<file path="config.mk">
export PLATFORM = sky130hd
export DESIGN_NAME = initial_logic_nvc
export DESIGN_NICKNAME = d
export VERILOG_FILES = /design/src/rtl/initial_logic_nvc.sv
export SDC_FILE = /design/constraint.sdc
export NUM_CORES = 1
export LEC_CHECK = 0
export CAP_MARGIN = 15
export CORE_MARGIN = 5
export CORE_UTILIZATION = 35
export DETAILED_ROUTE_END_ITERATION = 10
export GPL_TIMING_DRIVEN = 0
export PLACE_DENSITY_LB_ADDON = 0.15
export SLEW_MARGIN = 0
export SYNTH_ARGS = -nofsm -noshare
export SYNTH_HDL_FRONTEND = slang
export SYNTH_SLANG_ARGS = --single-unit
export TNS_END_PERCENT = 100
</file>
<file path="constraint.sdc">
create_clock -name clk -period 4.15 [get_ports clk]
set_input_delay 0.6225 -clock clk [delete_from_list [all_inputs] [get_ports clk]]
set_output_delay 0.6225 -clock clk [all_outputs]
set_load 0.01 [all_outputs]
</file>
<file path="src/rtl/initial_logic_nvc.sv">
// -----------------------------------------------------------------------------
// initial_logic_nvc
//
// Ingress stage of the transmission layer. Incoming words go into a show-ahead
// FIFO. Each word carries its destination virtual channel in its top
// VC_SEL_WIDTH bits. The head word is popped when its channel is not paused.
// The popped word is then presented, one cycle later, on that channel's output
// slice together with a single-cycle push strobe.
//
// Ports:
//   clk          - clock; all state changes on the rising edge
//   reset        - asynchronous reset, active low
//   wr_enable    - write request for data_in
//   data_in      - word to buffer; VC index in data_in[DATA_WIDTH-1 -: VC_SEL_WIDTH]
//   pause_vc     - bit i set means downstream VC i cannot take a word
//   data_out_vc  - flattened per-VC output words, VC i at [i*DATA_WIDTH +: DATA_WIDTH]
//   push_vc      - per-VC push strobe, at most one bit set
//   fifo_count   - current FIFO occupancy, 0..depth
//   full, empty, almost_full, almost_empty - occupancy status
//   error        - sticky: overflow write or invalid VC index popped
// -----------------------------------------------------------------------------
module initial_logic_nvc #(
   parameter int DATA_WIDTH      = 6,
   parameter int ADDR_WIDTH      = 2,
   parameter int NUM_VC          = 2,
   parameter int VC_SEL_WIDTH    = 1,
   parameter int ALMOST_FULL_TH  = 3,
   parameter int ALMOST_EMPTY_TH = 1
) (
   input  logic                         clk,
   input  logic                         reset,
   input  logic                         wr_enable,
   input  logic [DATA_WIDTH-1:0]        data_in,
   input  logic [NUM_VC-1:0]            pause_vc,
   output logic [NUM_VC*DATA_WIDTH-1:0] data_out_vc,
   output logic [NUM_VC-1:0]            push_vc,
   output logic [ADDR_WIDTH:0]          fifo_count,
   output logic                         full,
   output logic                         empty,
   output logic                         almost_full,
   output logic                         almost_empty,
   output logic                         error
);

   localparam int DEPTH = 2 ** ADDR_WIDTH;
   localparam int CNT_W = ADDR_WIDTH + 1;

   localparam logic [CNT_W-1:0] DEPTH_C = CNT_W'(DEPTH);
   localparam logic [CNT_W-1:0] AF_TH_C = CNT_W'(ALMOST_FULL_TH);
   localparam logic [CNT_W-1:0] AE_TH_C = CNT_W'(ALMOST_EMPTY_TH);

   // Storage and state
   logic [DATA_WIDTH-1:0]        mem_q [DEPTH];
   logic [ADDR_WIDTH-1:0]        wrPtr_q, wrPtr_d;
   logic [ADDR_WIDTH-1:0]        rdPtr_q, rdPtr_d;
   logic [CNT_W-1:0]             count_q, count_d;
   logic [NUM_VC-1:0]            pushVc_q, pushVc_d;
   logic [NUM_VC*DATA_WIDTH-1:0] dataOut_q, dataOut_d;
   logic                         error_q, error_d;

   // Combinational helpers
   logic [DATA_WIDTH-1:0]   headWord;
   logic [VC_SEL_WIDTH-1:0] headVc;
   logic                    headVcValid;
   logic                    headPaused;
   logic                    popEn;
   logic                    wrAccept;
   logic                    overflow;
   logic                    fullFlag;
   logic                    emptyFlag;

   // Status flags come straight from the occupancy count.
   always_comb begin
      fullFlag     = (count_q == DEPTH_C);
      emptyFlag    = (count_q == '0);
      full         = fullFlag;
      empty        = emptyFlag;
      almost_full  = (count_q >= AF_TH_C);
      almost_empty = (count_q <= AE_TH_C) && !emptyFlag;
      fifo_count   = count_q;
   end

   // The head of the FIFO is read combinationally (show-ahead). The channel
   // lookup is a loop rather than a direct index into pause_vc. This keeps
   // select values beyond NUM_VC-1 from reading outside the vector. Such
   // values can occur when NUM_VC is not a power of two; they are reported
   // as invalid instead.
   always_comb begin
      headWord    = mem_q[rdPtr_q];
      headVc      = headWord[DATA_WIDTH-1 -: VC_SEL_WIDTH];
      headVcValid = 1'b0;
      headPaused  = 1'b0;
      for (int i = 0; i < NUM_VC; i++) begin
         if (headVc == VC_SEL_WIDTH'(i)) begin
            headVcValid = 1'b1;
            headPaused  = pause_vc[i];
         end
      end
   end

   // Pop when a head exists and its channel is not paused. A head with an
   // invalid channel is always popped so that it cannot block the FIFO.
   // A write to a full FIFO is accepted only when the same cycle frees a slot.
   always_comb begin
      popEn    = !emptyFlag && (!headVcValid || !headPaused);
      wrAccept = wr_enable && (!fullFlag || popEn);
      overflow = wr_enable && fullFlag && !popEn;
   end

   // Next-state for the pointers, the count and the sticky error flag.
   always_comb begin
      wrPtr_d = wrPtr_q;
      rdPtr_d = rdPtr_q;
      count_d = count_q;
      error_d = error_q;

      if (wrAccept) begin
         wrPtr_d = wrPtr_q + ADDR_WIDTH'(1);
      end
      if (popEn) begin
         rdPtr_d = rdPtr_q + ADDR_WIDTH'(1);
      end

      case ({wrAccept, popEn})
         2'b10:   count_d = count_q + CNT_W'(1);
         2'b01:   count_d = count_q - CNT_W'(1);
         default: count_d = count_q;
      endcase

      if (overflow || (popEn && !headVcValid)) begin
         error_d = 1'b1;
      end
   end

   // Output next-state. Only the slice of the popped word's channel reloads.
   // The other slices keep their last word. An invalid-channel pop matches no
   // slice, so it pushes nothing.
   always_comb begin
      pushVc_d  = '0;
      dataOut_d = dataOut_q;
      for (int i = 0; i < NUM_VC; i++) begin
         if (popEn && (headVc == VC_SEL_WIDTH'(i))) begin
            pushVc_d[i]                              = 1'b1;
            dataOut_d[i*DATA_WIDTH +: DATA_WIDTH] = headWord;
         end
      end
   end

   // Control and output registers. Reset discards all contents and cancels
   // any pending push.
   always_ff @(posedge clk or negedge reset) begin
      if (!reset) begin
         wrPtr_q   <= '0;
         rdPtr_q   <= '0;
         count_q   <= '0;
         pushVc_q  <= '0;
         dataOut_q <= '0;
         error_q   <= 1'b0;
      end else begin
         wrPtr_q   <= wrPtr_d;
         rdPtr_q   <= rdPtr_d;
         count_q   <= count_d;
         pushVc_q  <= pushVc_d;
         dataOut_q <= dataOut_d;
         error_q   <= error_d;
      end
   end

   // Word storage has no reset. Its contents are never observed while the
   // count says the FIFO is empty.
   always_ff @(posedge clk) begin
      if (wrAccept) begin
         mem_q[wrPtr_q] <= data_in;
      end
   end

   always_comb begin
      push_vc     = pushVc_q;
      data_out_vc = dataOut_q;
      error       = error_q;
   end

endmodule

</file>
== Yosys cells after proc, flatten, opt, wreduce, memory -nomap -nowiden ==
Memories as Yosys holds them, arrays and structs flattened.
Cells that the tools add are included.

* Bits in writable memories: 24
* Input bits: 11
* Memories: 1
* Logic and storage cells: 38
* Bits in registers: 22
* Output and inout bits: 22

{| class="wikitable"
|+ Memory list
! name !! words !! bits a word !! read ports !! clocked after Yosys merged registers in !! write ports !! RTL line !! source
|-
| mem_q || 4 || 6 || 1 || 0 || 1 || 53 || <nowiki>logic [DATA_WIDTH-1:0] mem_q [DEPTH];</nowiki>
|}

* Bitwise logic cells: 1
* Reductions and logical operators: 14
* Magnitude comparators: 2
* Equality and inequality tests: 3
* Muxes and demuxes: 6
* Add/sub/neg operators: 4

{| class="wikitable"
|+ Operators with widths
! operator !! count
|-
| 1-bit logical AND || 7
|-
| 3-bit one-hot mux with 2 select lines || 1
|-
| 1-bit two-way mux || 5
|-
| 2-bit by 1-bit adder with 2-bit output, second input constant || 2
|-
| 1-bit zero test || 4
|-
| 3-bit by 1-bit adder with 3-bit output, second input constant || 1
|-
| 3-bit == test, second input constant || 1
|-
| 3-bit by 2-bit greater-or-equal comparator with 1-bit output, second input constant || 1
|-
| 3-bit by 1-bit less-or-equal comparator with 1-bit output, second input constant || 1
|-
| 3-bit zero test || 1
|-
| 3-bit by 1-bit subtractor with 3-bit output, second input constant || 1
|-
| 2-bit by 1-bit == test with 1-bit output, second input constant || 1
|-
| 2-bit == test, second input constant || 1
|-
| 2-bit nonzero test || 1
|-
| 1-bit logical OR || 1
|-
| 1-bit NOT || 1
|}

== Longest topological paths before layout ==
An unclocked memory read counts as a cell.

* Word-level depth: 8
* Depth in mapped cells: 10
* Mapped depth without buffers: 10

== Worst setup path after synthesis ==
No wires, ideal clock.

* Kind: reg2reg
* From: register rdPtr_q[0]
* To: register count_q[2] (netlist: fifo_count[2])
* Arrival time: 1.980 ns
* Stages on the path, launching flop included: 9
* Path slack: 2.043 ns
* Data required time: 4.023 ns
* Clock period less this slack: 2.107 ns
* Buffers on the path: 1
* Path through: dfrtp_1 buf_6 mux4_2 mux2i_1 o21a_4 inv_1 ha_1 a21oi_1 o22ai_1

* Longest elaborated chain between the ends: 8
* Elaborated cells between the ends (all ways): 10
* Classes of those cells: 2 x eq/ne; 2 x mux; 5 x reduce/logical; 1 x memory

{| class="wikitable"
|+ RTL lines
! item !! RTL line !! source
|-
| start: declaration || 55 || <nowiki>logic [ADDR_WIDTH-1:0] rdPtr_q, rdPtr_d;</nowiki>
|-
| start signal: assignment || 161 || <nowiki>rdPtr_q <= rdPtr_d;</nowiki>
|-
| memory 4 x 6 bit (*) || -- ||
|-
| 1-bit two-way mux (*) || 94 || <nowiki>if (headVc == VC_SEL_WIDTH'(i)) begin</nowiki>
|-
| 1-bit zero test (*) || 105 || <nowiki>popEn = !emptyFlag && (!headVcValid || !headPaused);</nowiki>
|-
| 1-bit logical AND (*) || 105 ||
|-
| 1-bit logical OR || 106 || <nowiki>wrAccept = wr_enable && (!fullFlag || popEn);</nowiki>
|-
| 1-bit logical AND || 106 ||
|-
| 2-bit by 1-bit == test with 1-bit output / 2-bit == test (equally long branches) || 124 || <nowiki>case ({wrAccept, popEn})</nowiki>
|-
| 3-bit one-hot mux with 2 select lines / 2-bit nonzero test (equally long branches) || -- ||
|-
| end signal: assignment || 162 || <nowiki>count_q <= count_d;</nowiki>
|-
| end: declaration || 56 || <nowiki>logic [CNT_W-1:0] count_q, count_d;</nowiki>
|}

Every way passes the cells marked *; elsewhere a longest branch is shown, timed or not.
A chain may end at the register's enable or synchronous reset.

== Worst setup path after layout ==
* From: register count_q[0] (netlist: fifo_count[0])
* To: output port empty

* Longest elaborated chain between the ends: 1

{| class="wikitable"
|+ RTL lines
! item !! RTL line !! source
|-
| 3-bit zero test || 75 || <nowiki>emptyFlag = (count_q == '0);</nowiki>
|-
| end: declaration || 39 || <nowiki>output logic empty,</nowiki>
|}

No other way between the ends.

==> results.yml <==
clock_network:
  cts_post_setup_buffers_inserted: 0
  cts_repair_resize_count: 0
  cts_hold_buf: 0
  clockBufferDepth: 2
  clkSlewWorstSetupHoldPaths_ps: 90
  cts_sinks: 46
  clock_tree_from_tritoncts: "built"
  clock-root-buffer: "clkbuf_8"
  clkLatencyLatePin_ps: 300
  cts_buffers: 5
  cts.htree.levels: 2
power:
  combinationalPowerShare_pct: 44.8
  seqPwrFrac_pct: 39.7
  power_leakage_nw: 0.986
  irDropWorstVdd_mv: 0.210
  total_power_mw: 1.78
  internal_power_mw: 1.19
  swShare_pct: 32.9
  clock_power_share_pct: 15.5
  power_switching_mw: 0.584
  power_per_cell_area_mw_per_mm2: 719
cells_and_area:
  final_nets: 179
  insertedDiodeCount: 0
  multi_input_comb_area_um2: 642
  finish.utilization_pct: 45.2
  layout-drive-gt1-share_pct: 17.0
  register_area_mm2: 0.00127
  fillCellCount: 516
  area_growth_pct: 25.5
min_path:
  hold_startpoint: "error"
  min_to: "error"
  min_delay_path_depth: 1
  hold_class: "reg -> reg"
timing:
  fin_hold_ws_ps: 457
  layout_min_cycle_time_ps: 2520
  setup-tns-final_ps: 0
  worstMarginPinSlew_ps: 990
  post-route-worst-setup-slack_ps: 1630
  finalMaxSlewViolations: 0
  number_of_setup_violations_in_the_final_report: 0
  fmax_mhz: 396
  period_share_pct: 60.8
  timing.clock.skew_ps: 11.3
  timing.slew.headroom_pct: 33.8
  unrepaired_setup_endpoints_after_global_routing: "no"
  finalHoldViolCount: 0
worst_setup_path:
  cpPeakStageDelay_ps: 560
  critPathCaptureType: "primary output"
  critical_path_peak_fanout: 5
  flop_to_flop_setup_slack_ps: 1810
  r2r_end: "fifo_count[2]"
  timing.critical_path.from_type: "flip-flop"
  worst_ep_required_time_ps: 3530
  crit_path_cell_trace: "inv_1 -> ha_1 -> nand2b_1 -> inv_1 -> clkdlybuf4s50_1"
  timing.rr.start: "rdPtr_q[0]"
  worst_r2r_path_depth: 7
  crit_path_frequent_cell: "inv_1"
  worst_ep_arrival_time_ps: 1900
  slowest_stage: "clkdlybuf4s50_1"
  timing.setup.critical_path_class: "reg -> out"
yosys:
  synth_seq_area_share_pct: 64.5
  ys_async_rst_share_pct: 47.8
  syn_area_per_cell_um2: 16.6
  synthFlopType: "edfxtp_1"
  ys_warn_count: 0
  yosys.cell_count.top_type: "edfxtp_1"
  postSynthCellCount: 119
  synth_cell_type_count: 29
  synth_top_cell_by_area: "edfxtp_1"
  postSynthRegisterBits: 46
  syn-cell-area_mm2: 0.00197
  yosys.area.top_type_share_pct: 36.6
  synth.cells.most_frequent: "24 x edfxtp_1, 22 x dfrtp_1, 11 x inv_1, 10 x ha_1, 10 x mux2_2"
  synth.area.top_cells: "edfxtp_1 37%, dfrtp_1 28%, mux4_1 6.7%, ha_1 6.3%, mux2_2 5.7%"
  synth_enable_flop_cells: 24
  syn_nets: 140
die:
  die_y_um: 85.0
  ios: 33
  start_util_pct: 36.0
  floorplan.core_area_mm2: 0.00547
  fp-row-count: 27
  die_x_um: 85.0
  fp.dieArea_mm2: 0.00723
grt:
  grt_max_degree: 23
  grt_pass1_wl_um: 5730
  via_count_of_the_first_global_routing_pass: 1150
  grt_busiest_layer: "met2"
  grtUsageMet1_pct: 12.1
  global_route.usage.total_pct: 10.2
  grt_use_met2_pct: 16.7
  grt_antenna_before_repair: 0
  grt_overflow: 0
  grtUsageMet3_pct: 4.27
detailed_routing:
  detail_route.first_pass.iterations: 4
  vias: 1051
  antenna_left: 0
  wire_per_inst_um: 14.5
  finalWirelength_um: 3340
  drt_drc_violations_left: 0
  routed_via_density: 4.55
  dr.first_iter.drc_count: 23
placement:
  dp_slack_ps: 1710
  dpl.hpwl_um: 2530
  place_congestion: 0.728
  place.port_buffers: 32
flow_run:
  drv.max_cap_violation_count: 0
run_status:
  run_status: "completed"
[metal layers]
metal	routed length, um	vias up
met3	196	4
met5	0	-
met4	27	0
li1	-	510
met2	1640	24
met1	1480	513
[sequential cells by signal (all words and copies together), names as in the netlist]
| register | count |
|---|---|
| fifo_count | 3 |
| mem_q | 24 |
| error | 1 |
| wrPtr_q | 2 |
| rdPtr_q | 2 |
| data_out_vc | 12 |
| push_vc | 2 |
[cell type report]
class                      instances  area share [%]
timing repair buffer              32            12.9
buffer                             2           0.658
clock inverter                     3           0.961
tap                               72            3.64
inverter                          11            1.67
sequential                        46            51.4
clock buffer                       5            2.78
multi-input combinational         60            25.9
[stage by stage]
step / instances / cell area [um2]
floorplan: 119 / 1970
global placement: 223 / 2380
detailed placement: 223 / 2380
CTS: 231 / 2470
global route: 231 / 2470
finish: 231 / 2470
[cell usage in the layout (no fill, tap or decap), drive strengths merged]
cell	Yosys	final
o21a	2	2
clkbuf	0	5
nor3	2	2
and2b	1	1
buf	2	2
clkdlybuf4s50	0	32
mux4	6	6
o22ai	1	1
nor2	3	3
nand2	3	3
a31oi	1	1
o2111ai	1	1
nand2b	3	3
dfrtp	22	22
inv	11	12
mux2	11	11
xnor2	4	4
a21o	1	1
a21oi	2	2
mux2i	2	2
clkinvlp	0	2
and2	4	4
ha	10	10
o21ai	2	2
edfxtp	24	24
nand3	1	1
[worst max-delay path: cells and delay by family, from the launching register on]
| kind | cells | cell delay [ps] |
|---|---|---|
| flops | 1 | 450 |
| simple gates | 1 | 110 |
| fa+ha+maj | 1 | 210 |
| buf+inv | 3 | 840 |
[worst max-delay path by stage]
stage                                to  slack [ps]     startpoint
after floorplan           fifo_count[2]        2040     rdPtr_q[0]
after global placement    fifo_count[2]        1750    pause_vc[0]
after detailed placement  fifo_count[2]        1710    pause_vc[0]
after CTS                         empty        1590  fifo_count[0]
after global routing              empty        1470  fifo_count[1]
final                             empty        1630  fifo_count[0]
[power groups by stage]
stage	clock (mW)	sequential, mW	combinational [mW]
6_report	0.276	0.706	0.796
5_1_grt	0.307	0.726	0.875
4_1_cts	0.289	0.709	0.814
3_5_place_dp	0	0.720	0.813
3_3_place_gp	0	0.708	0.792
2_1_floorplan	0	0.741	0.457
[logic make-up after synthesis]
kind of cell / share of synthesized area [%]
adders and majority gates: 6.35
DFF: 64.5
muxes: 15.3
AOI/OAI and AO/OA: 3.62
and+or+nand+nor: 5.52
buffers and inverters: 2.92
xor gates and xnor gates: 1.78
No activity file was read; power rests on OpenSTA's default activity.
